[src/rtl/envelope_follower.sv]
// envelope_follower
//   Tracks the magnitude of a signed audio stream and derives a gate from it.
//   The level rises toward the rectified input at a rate set by `a` and falls
//   at a rate set by `r`. Each rate drives a phase accumulator, and the level
//   steps only when that accumulator's carry bit is set. A three-state gate
//   (CLOSED/OPEN/HOLD) with a programmable hold time follows the registered level.
//
// Ports
//   sample_clock  : sole clock, one sample per rising edge
//   rst_n         : asynchronous active-low reset
//   sample        : signed 8-bit audio sample
//   a / r         : attack / release rate (0 freezes that direction)
//   thresh_open   : level >= this opens the gate
//   thresh_close  : level <  this starts closing the gate
//   hold          : hold time in samples
//   level         : registered envelope magnitude, 0..254
//   gate          : registered gate output
//   open_pulse    : one-cycle pulse on each CLOSED->OPEN transition
module envelope_follower #(
  parameter int SAMPLE_CLK_FREQ = 31250
) (
  input  logic              sample_clock,
  input  logic              rst_n,
  input  logic signed [7:0] sample,
  input  logic        [7:0] a,
  input  logic        [7:0] r,
  input  logic        [7:0] thresh_open,
  input  logic        [7:0] thresh_close,
  input  logic        [7:0] hold,
  output logic        [7:0] level,
  output logic              gate,
  output logic              open_pulse
);

  // The sample rate only documents the design; reject nonsensical values.
  if (SAMPLE_CLK_FREQ <= 0) begin : g_freq_invalid
    $error("envelope_follower: SAMPLE_CLK_FREQ must be positive");
  end

  typedef enum logic [1:0] {
    ST_CLOSED = 2'd0,
    ST_OPEN   = 2'd1,
    ST_HOLD   = 2'd2
  } state_t;

  state_t      r_state;
  logic [7:0]  r_hold_cnt;
  logic [9:0]  r_acc_a;
  logic [10:0] r_acc_r;

  logic [7:0]  w_abs;
  logic [6:0]  w_mag;
  logic [7:0]  w_m;
  logic        w_m_gt;
  logic        w_m_lt;
  logic [7:0]  w_diff_up;
  logic [7:0]  w_step_a;
  logic [8:0]  w_up_sum;
  logic [7:0]  w_level_up;
  logic [7:0]  w_step_r;
  logic [7:0]  w_dn;
  logic [7:0]  w_level_dn;

  // Rectify; -128 has no positive 8-bit twin, so it saturates to 127.
  assign w_abs  = sample[7] ? (~sample + 8'd1) : sample;
  assign w_mag  = (w_abs == 8'd128) ? 7'd127 : w_abs[6:0];
  assign w_m    = {w_mag, 1'b0};
  assign w_m_gt = (w_m > level);
  assign w_m_lt = (w_m < level);

  // Attack step is a quarter of the remaining distance, at least 1, clamped to m.
  assign w_diff_up  = w_m - level;
  assign w_step_a   = ((w_diff_up >> 2) == 8'd0) ? 8'd1 : (w_diff_up >> 2);
  assign w_up_sum   = {1'b0, level} + {1'b0, w_step_a};
  assign w_level_up = (w_up_sum > {1'b0, w_m}) ? w_m : w_up_sum[7:0];

  // Release step is level/32, at least 1. When m < level, level >= 1 and
  // step <= level, so the subtraction cannot wrap in the case where it is used.
  assign w_step_r   = ((level >> 5) == 8'd0) ? 8'd1 : (level >> 5);
  assign w_dn       = level - w_step_r;
  assign w_level_dn = (w_dn < w_m) ? w_m : w_dn;

  always_ff @(posedge sample_clock or negedge rst_n) begin
    if (!rst_n) begin
      r_acc_a <= '0;
      r_acc_r <= '0;
      level   <= '0;
    end else begin
      r_acc_a <= w_m_gt ? ({1'b0, r_acc_a[8:0]} + {2'b00, a}) : 10'd0;
      r_acc_r <= w_m_lt ? ({1'b0, r_acc_r[9:0]} + {3'b000, r}) : 11'd0;
      if (w_m_gt && r_acc_a[9]) begin
        level <= w_level_up;
      end else if (w_m_lt && r_acc_r[10]) begin
        level <= w_level_dn;
      end
    end
  end

  // Gate FSM evaluates the registered level; gate reflects the next state.
  always_ff @(posedge sample_clock or negedge rst_n) begin
    if (!rst_n) begin
      r_state    <= ST_CLOSED;
      r_hold_cnt <= '0;
      gate       <= 1'b0;
      open_pulse <= 1'b0;
    end else begin
      open_pulse <= 1'b0;
      case (r_state)
        ST_CLOSED: begin
          if (level >= thresh_open) begin
            r_state    <= ST_OPEN;
            gate       <= 1'b1;
            open_pulse <= 1'b1;
          end else begin
            gate <= 1'b0;
          end
        end
        ST_OPEN: begin
          gate <= 1'b1;
          if (level < thresh_close) begin
            r_state    <= ST_HOLD;
            r_hold_cnt <= hold;
          end
        end
        ST_HOLD: begin
          // Retrigger wins over hold expiry and does not pulse.
          if (level >= thresh_open) begin
            r_state <= ST_OPEN;
            gate    <= 1'b1;
          end else if (r_hold_cnt == 8'd0) begin
            r_state <= ST_CLOSED;
            gate    <= 1'b0;
          end else begin
            r_hold_cnt <= r_hold_cnt - 8'd1;
            gate       <= 1'b1;
          end
        end
        default: begin
          r_state <= ST_CLOSED;
          gate    <= 1'b0;
        end
      endcase
    end
  end

endmodule

[config.mk]
export PLATFORM = sky130hd
export DESIGN_NAME = envelope_follower
export DESIGN_NICKNAME = d
export VERILOG_FILES = /design/src/rtl/envelope_follower.sv
export SDC_FILE = /design/constraint.sdc
export NUM_CORES = 1
export LEC_CHECK = 0
export ABC_AREA = 1
export BUFFER_PORTS_ARGS = -buffer_cell sky130_fd_sc_hd__buf_2
export CAP_MARGIN = 25
export CORE_MARGIN = 5
export CORE_UTILIZATION = 60
export DETAILED_ROUTE_END_ITERATION = 16
export GPL_TIMING_DRIVEN = 0
export PLACE_DENSITY = 0.91
export SETUP_SLACK_MARGIN = 0.5
export SYNTH_ARGS = -nofsm -noshare
export SYNTH_HDL_FRONTEND = slang
export SYNTH_SLANG_ARGS = --single-unit
[constraint.sdc]
create_clock -name sample_clock -period 5.2 [get_ports sample_clock]
set_clock_uncertainty 0.1 [all_clocks]
set_input_delay 0.26 -clock sample_clock [delete_from_list [all_inputs] [get_ports sample_clock]]
set_output_delay 0.26 -clock sample_clock [all_outputs]
set_load 0.1 [all_outputs]
==> out/summary.txt <==
run status - finished, violations left
violated checks - negative hold slack
Avg WL per Cell - 15.7 um
Slew Viols, Final - 0
Critical-path top delay cell - fa_2
critical path peak fanout - 7
initial antenna violation count - 0
DRT Pass-1 Iters - 7
Worst Tran Pin Value - 0.924 ns
Reg2Reg Setup Slack - 0.29 ns
startpoint types - primary input
Die Area - 9320 sq um
FFs w/ async S/R, synth - 1.00
most frequent CP cell - nand2_1
synth top area cells - dfrtp_1 (23%), ha_1 (17%), nand2_1 (11%)
Crit Reg-Reg Endpoint - level[1]$_DFFE_PN0P_
die width - 96.5 um
TritonCTS clock tree - done
min Tclk post-route - 5.08 ns
crit end category - register
Min Hold Slack - -0.00825 ns
slowest stage delay, CP - 0.36 ns
PortBufs - 58
mux share of post-synthesis cell area - 0
most frequent cells in the layout - nand2_1 (112), inv_1 (98), buf_2 (59)
Rows - 31
GRT overflow - 0
CP required - 5.29 ns
H-tree depth - 2
Root Driver - clkbuf_8
Starting Density - 0.616
R2R Path Start - level[1]$_DFFE_PN0P_
Worst Setup SP - sample[1]
Setup violations, final - 0
main combinational cell family by area after synthesis - simple AND/OR/NAND/NOR gates
# DRC - 0
CTS sink cnt - 41
total of warnings raised by yosys - 0
GR Util All Layers - 0.269
Hold Path Class - primary input to asynchronous set/reset pin
Mapped Area - 4490 sq um
final net count - 853
Synth Register Bits - 41
Post-Synth Simple-Gate Area - 0.312
area leader, netlist - dfrtp_1
Main synth FF type - dfrtp_1
Placement Cell Area - 4950 sq um
Design Area, Final - 5660 sq um
largest net degree at the start of global routing - 42
Clock Tree Buf Depth - 2
Max-Cap Viols - 0
Num CTS Buffers - 5
hpwl dp - 8.66 mm
# hold bufs at CTS - 0
Seq/Total Area, Yosys - 0.228
area fraction of the dominant cell type after synthesis - 0.228
Final Hold Viols - 10
initial DRC count - 362
leading cell type in the layout, fill and taps excluded - nand2_1
fin crit share - 0.978
DR vias - 4789
gpl congestion - 0.914
Max Clk Rate - 197 MHz
share of layout cells above drive strength 1 - 0.309
Ports - 60
EDFF count, synth - 0
clk_lat worst skew - 0.30 ns
Synth cell types - 47
adder-cell share of the synthesized area - 0.190
Critical Path Sink - level[1]$_DFFE_PN0P_
Vias/cell - 5.72
Compound-Gate Fraction of Synth Area - 0.117
Syn Area/Cell - 7.00 sq um
Setup CP Type - primary input to register
Clock transition at path regs - 0.08 ns
r2r worst-path depth - 39
P&R area growth vs syn - 25.8%
ANT cells - 0
first-pass GRT wire length - 19.9 mm
core box area - 7290 sq um
WP data arrival - 5.17 ns
XOR/XNOR Fraction of Synth Area - 0.0409
vias in the first global route - 4442
relative slew slack - 0.384
Synth Net Count - 758
Mapped Cells - 642
Routed WL - 13.2 mm
RSZ-0062 raised after global routing - true
Die Y - 96.5 um
Antenna Violating Nets Remaining - 0
==> metal layers <==
metal / GRT usage / vias to the layer above / part of all wire
met2: 0.463 / 228 / 0.49
met3: 0.0380 / 88 / 0.073
met4: 0.127 / 0 / 0.056
met5: 0 / - / 0
li1: - / 2261 / -
met1: 0.330 / 2212 / 0.38
==> sequential cells by signal, indices dropped and copies added, names as in the netlist <==
signal      flops
r_acc_r        11
r_acc_a        10
level           8
r_hold_cnt      8
r_state         2
gate            1
open_pulse      1
==> cells by family (layout without fill, tap and decap cells) <==
group,Yosys count,in the layout
simple gates,300,300
compound gates,86,86
flops,41,41
fa+ha+maj,66,66
buf+inv,128,224
xor+xnor,21,21
==> stage by stage <==
| step | TNS, ns | util | setup WS [ns] | std cells | hold WS [ns] |
|---|---|---|---|---|---|
| after CTS | 0 | 0.746 | 0.502 | 829 | 0.0354 |
| after detailed placement | -2.36 | 0.679 | -0.339 | 799 | 0.364 |
| after global placement | -1.62 | 0.679 | -0.263 | 799 | 0.344 |
| after floorplan | 0 | - | 0.500 | 642 | -0.136 |
| after global routing | -0.677 | 0.776 | -0.123 | 837 | 0.0587 |
| final | 0 | 0.776 | 0.116 | 837 | -0.00825 |
==> layout make-up <==
class / instances / area (sq um)
multi-input cells: 473 / 3350
fillers: 487 / 1640
flip-flops and latches: 41 / 1030
repair buffers: 88 / 543
inverters: 120 / 469
well taps: 99 / 124
clock buffers: 6 / 82.6
plain buffers: 8 / 45.0
clock inverters: 2 / 13.8
==> how the worst min path moves through the flow <==
stage	from	cells after the start	to
after global placement	rst_n	1	open_pulse$_DFF_PN0_
final	rst_n	1	level[7]$_DFFE_PN0P_
after detailed placement	r_acc_r[9]$_DFF_PN0_	1	r_acc_r[9]$_DFF_PN0_
after floorplan	rst_n	0	gate$_DFF_PN0_
after global routing	rst_n	1	r_hold_cnt[7]$_DFFE_PN0P_
after CTS	rst_n	1	open_pulse$_DFF_PN0_
==> critical path, delay by kind of cell <==
kind	cells	cell delay, ns
simple gates	22	1.97
fa+ha+maj	5	1.14
buf+inv	11	0.96
compound gates	4	0.66
xor+xnor	1	0.18
==> synth_stat cells, types with 4 or more instances <==
library cell,instances
o21ai_0,23
dfrtp_1,41
or2_2,4
nor2_1,54
inv_2,8
nand3_1,57
ha_1,62
xor2_1,16
xnor2_1,5
o211ai_1,5
fa_1,4
clkinv_1,4
nor2_2,5
a21oi_1,34
a21oi_2,7
inv_1,107
nand2_1,134
nand2_2,11
nor3b_1,10
nand4_1,10
==> repair_timing <==
item | in CTS | in global routing
setup endpoints to repair | 8 | 8
pin swaps | 31 | 41
gates resized for setup | 53 | 39
buffers inserted | 22 | 8
Power is not shown: default switching activity piles up to over one toggle a cycle in this logic, so the estimate is an artifact.
